File: src/rtl/sync_down_counter_nbit.sv
// Loadable N-bit down counter with one-shot and auto-reload modes.
// Used as the timeout / interval timer in the sequential block set.
module sync_down_counter_nbit #(
   parameter int N = 8
) (
   input  logic         clk,
   input  logic         rst,
   input  logic         en,
   input  logic         load,
   input  logic [N-1:0] load_val,
   input  logic         mode,
   output logic [N-1:0] Q,
   output logic         tc,
   output logic         busy,
   output logic         done
);

   typedef enum logic [1:0] {
      IDLE = 2'd0,
      RUN  = 2'd1,
      DONE = 2'd2
   } state_t;

   state_t       state, state_nxt;
   logic [N-1:0] reload, reload_nxt;
   logic [N-1:0] q_nxt;
   logic         tc_nxt;

   always_ff @(posedge clk or negedge rst) begin
      if (!rst) begin
         state  <= IDLE;
         reload <= '0;
         Q      <= '0;
         tc     <= 1'b0;
      end else begin
         state  <= state_nxt;
         reload <= reload_nxt;
         Q      <= q_nxt;
         tc     <= tc_nxt;
      end
   end

   // Expiry is detected at Q==1 so the count never wraps below zero.
   always_comb begin
      state_nxt  = state;
      reload_nxt = reload;
      q_nxt      = Q;
      tc_nxt     = 1'b0;
      if (load) begin
         q_nxt      = load_val;
         reload_nxt = load_val;
         state_nxt  = (load_val != '0) ? RUN : DONE;
      end else if (state == RUN && en) begin
         if (Q == N'(1)) begin
            tc_nxt = 1'b1;
            if (mode) begin
               q_nxt = reload;
            end else begin
               q_nxt     = '0;
               state_nxt = DONE;
            end
         end else begin
            q_nxt = Q - N'(1);
         end
      end
   end

   assign busy = (state == RUN);
   assign done = (state == DONE);

endmodule

File: config.mk
export PLATFORM = sky130hd
export DESIGN_NAME = sync_down_counter_nbit
export DESIGN_NICKNAME = d
export VERILOG_FILES = /design/src/rtl/sync_down_counter_nbit.sv
export SDC_FILE = /design/constraint.sdc
export NUM_CORES = 1
export LEC_CHECK = 0
export CAP_MARGIN = 20
export CELL_PAD_IN_SITES_DETAIL_PLACEMENT = 1
export CELL_PAD_IN_SITES_GLOBAL_PLACEMENT = 2
export CORE_MARGIN = 4
export CORE_UTILIZATION = 31
export CTS_CLUSTER_DIAMETER = 100
export DETAILED_ROUTE_END_ITERATION = 10
export HOLD_SLACK_MARGIN = 0.15
export MAX_ROUTING_LAYER = met4
export PLACE_DENSITY_LB_ADDON = 0.05
export SLEW_MARGIN = 10
export SYNTH_ARGS = -nofsm -noshare
export SYNTH_HDL_FRONTEND = slang
export SYNTH_SLANG_ARGS = --single-unit
File: constraint.sdc
create_clock -name clk -period 1.73 [get_ports clk]
set_input_delay 0.2595 -clock clk [delete_from_list [all_inputs] [get_ports clk]]
set_output_delay 0.2595 -clock clk [all_outputs]
set_load 0.005 [all_outputs]
# After elaboration in Yosys (flattened, before gate mapping)
# Index checks and enable logic that the tools add are counted.
[totals] regBits=19 latchBits=0 ramBits=0 romBits=0 input_bits=13 out_inout_bits=11 elab_cells=26 memories=0
[classes] add_sub_neg=1 mul=0 div=0 order_cmp=0 eq_ne=4 n_shift=0 mux=12 n_bitwise=0 reduce_logical=5
[ops] operator="$mux 8" n=4
[ops] operator="$mux 2" n=5
[ops] operator="$eq 8x1->1 const B" n=1
[ops] operator="$reduce_bool 8->1" n=1
[ops] operator="$sub 8x1->8 const B" n=1
[ops] operator="$reduce_bool 2->1" n=2
[ops] operator="$mux 1" n=3
[ops] operator="$reduce_and 3->1" n=1
[ops] operator="$eq 2x1->1 const B" n=1
[ops] operator="$eq 2x2->1 const B" n=1
[ops] operator="$ne 2x2->1 const B" n=1
[ops] operator="$logic_and 1x1->1" n=1

# Logic depth before layout (Yosys ltp)
[logic_depth] word_depth=4 mapped_depth=7

# Least setup slack after synthesis
# Ideal clock, no wire load.
[synth_timing] path_kind="register to register" startpoint="reg Q[1]" endpoint="reg Q[6]" setup_ns=0.087 arrival_ns=1.530 required_ns=1.643 slack_ns=0.113 stages_incl_launch_ff=8 n_path_buf=1 cell_sequence="dfrtp_1 > inv_1 > ha_1 > nor3b_4 > and4_4 > buf_12 > a221oi_2 > a211oi_2"
[synth_between] elab_chain_cells=4 elab_cells_between_ends=5 classes_between="1 x add/sub; 1 x eq/ne; 3 x mux"
[synth_rtl] item="start, declared" line="12" text="output logic [N-1:0] Q,"
[synth_rtl] item="start signal, assigned" line="38" text="Q <= q_nxt;"
[synth_rtl] item="$sub 8x1->8 or $eq 8x1->1 (tied branches)" line="63, 54"
[synth_rtl] item="$mux 8 (*)" line="54" text="if (Q == N'(1)) begin"
[synth_rtl] item="$mux 8 (*)" line="53" text="end else if (state == RUN && en) begin"
[synth_rtl] item="$mux 8 (*)" line="49" text="if (load) begin"
# Every way passes the cells marked *; elsewhere a longest branch is shown, timed or not. The select of a mux whose other input is x is not followed.
# A chain may end at the register's enable or synchronous reset.

# Worst setup path in the final report
[layout_timing] startpoint="reg Q[1]" endpoint="reg Q[7]"
# Same word-level chain as after synthesis.

==> results.json <==
{
  "layout_commonest_cell": "clkdlybuf4s50_1",
  "final_core_utilization_pct": 45.3,
  "n_antenna_cell": 0,
  "outcome": "finished clean",
  "hold_violations": 0,
  "r2r_slack_ns": 0.07,
  "htreeDepth": 1,
  "drt-wirelength-per-cell_um": 16.9,
  "rsz0062_at_grt": "true",
  "core-area_um2": 3660,
  "crit_path_start_kind": "register",
  "syn_avg_cell_area_um2": 10.1,
  "whs_ns": 0.360,
  "cts_made_buffers": 3,
  "synth_edf_count": 0,
  "hp-class": "input pin to async pin",
  "period_share_pct": 96.2,
  "cts_hold_buf": 0,
  "leakage_uw": 0.000686,
  "clk_pin_slew_ns": 0.07,
  "root_buffer": "clkbuf_8",
  "yosysWarnings": 0,
  "drc": 0,
  "synth-seq-cells": 19,
  "power_density_nw_per_um2": 758,
  "vias": 1086,
  "port_buffers": 23,
  "initial_core_util_pct": 32.1,
  "die_x_um": 69.6,
  "fin_nets": 175,
  "cts_tree": "yes",
  "async_flop_share_pct": 100,
  "dpl_worst_slack_ns": 0.00165,
  "peakVddDrop_mv": 0.423,
  "maxSlewViolCount": 0,
  "grt_max_degree": 20,
  "dp.final_hpwl_um": 2670,
  "io_pins": 24,
  "slew_headroom_pct": 75.6,
  "clk_latency_ns": 0.25,
  "crit_required_ns": 1.90,
  "tightest_slew_ns": 0.356,
  "grt_pass1_vias": 1176,
  "finalPower_uw": 1260,
  "setup.worst_path.end_class": "register",
  "wirelength_um": 3500,
  "worstSetupStartpoint": "Q[1]",
  "ys_seq_area_share_pct": 40.5,
  "fp.dieArea_um2": 4840,
  "drv_cap": 0,
  "track_usage_pct": 15.3,
  "grt_overflow": 0,
  "skew_ns": 0.00320,
  "synth_area_um2": 1170,
  "synth.distinct_cells": 39,
  "layout_common_cells": "23 x clkdlybuf4s50_1, 20 x buf_4, 19 x dfrtp_1, 15 x a21oi_1, 11 x nor2_1",
  "dr.first_iter.drc_count": 48,
  "synth-main-ff-cell": "dfrtp_1",
  "syn-num-nets": 131,
  "final.min_clock_period_ns": 1.66,
  "dpl_cell_area_um2": 1560,
  "clkSinkCount": 19,
  "rows": 22,
  "setup_ws_ns": 0.0654,
  "fmax_ghz": 0.601,
  "vias_per_cell": 5.25,
  "timing.rr.end": "Q[7]",
  "synthCells": 116,
  "antenna_found_initial": 0,
  "final_antenna_net_count": 0,
  "critical_path_peak_fanout": 7,
  "die_y_um": 69.6,
  "critPathKind": "register to register",
  "dr.pass1.iters": 4,
  "synthToLayoutAreaGrowth_pct": 41.2,
  "r2r_start": "Q[1]",
  "place_congestion": 0.778,
  "worst_r2r_path_depth": 6,
  "grt_pass1_wl_um": 5800,
  "setup_viol": 0,
  "clock_path_buffers": 2,
  "layout-drive-gt1-share_pct": 30.2,
  "final_cell_area_um2": 1660,
  "arrival_ns": 1.83
}
critical path: stages, from the launching register on:
cell,delay [ns]
dfrtp_1,0.40
inv_2,0.08
ha_4,0.12
nor3b_4,0.32
and4_4,0.36
a21oi_1,0.10
a211oi_2,0.19
layout make-up:
cell class              instances  area [µm²]
inverters                      11        41.3
flip-flops and latches         19         475
repair buffers                 43         380
multi-input cells              82         657
fillers                       424        2000
well taps                      48        60.1
clock buffers                   4        45.0
synth_stat cells (2+ instances only):
cell type / count / area (µm²)
nand2_1: 4 / 15.0
a221oi_2: 4 / 60.1
clkbuf_1: 3 / 11.3
nor2_1: 11 / 41.3
ha_1: 2 / 25.0
nand4_1: 2 / 12.5
nor4_1: 2 / 12.5
o22ai_1: 2 / 12.5
a31oi_1: 2 / 12.5
mux2_2: 8 / 90.1
inv_1: 11 / 41.3
nor3_1: 2 / 10.0
dfrtp_1: 19 / 475
a211oi_2: 3 / 37.5
a21oi_1: 16 / 80.1
nand3_1: 2 / 10.0
what timing repair did:
item                       4_1_cts  5_1_grt
setup buffers                    0        2
setup endpoints to repair        0        7
gates resized for setup          0        6
flip-flops by register name, summed over array words and instances, names as in the netlist:
signal / count
tc: 1
state: 2
reload: 8
Q: 8
layer usage:
metal  track usage [%]  share of wire [%]  vias up
met1              20.6                 47      534
met4              3.90               0.51        0
met5                 -                  0        -
met2              24.2                 48       26
met3              2.17                5.0        2
li1                  -                  -      524
report_power, final:
part | leakage, µW | internal (µW) | switching [µW]
logic | 0.000443 | 209 | 167
registers | 0.000221 | 495 | 73.5
clock network | 0.0000228 | 164 | 149
logic make-up after synthesis:
logic type,count (synthesis),share of synthesized area [%]
mux,8,7.67
fa+ha+maj,2,2.13
flops,19,40.5
compound gates,36,23.8
buf+inv,16,6.60
simple gates,35,19.4
worst max-delay path by stage:
stage / endpoint / slack [ns] / cells after the start
3_5_place_dp: Q[7] / 0.002 / 6
5_1_grt: Q[6] / -0.02 / 6
3_3_place_gp: Q[6] / 0.06 / 6
4_1_cts: Q[7] / 0.02 / 6
6_report: Q[7] / 0.07 / 6
2_1_floorplan: Q[6] / 0.11 / 7
metrics by stage:
stage | std cells | TNS (ns)
final | 207 | 0
after global placement | 200 | 0
after floorplan | 116 | 0
after detailed placement | 200 | 0
after global routing | 207 | -0.0728
after CTS | 204 | 0
Power figures use the tool's default switching activity.
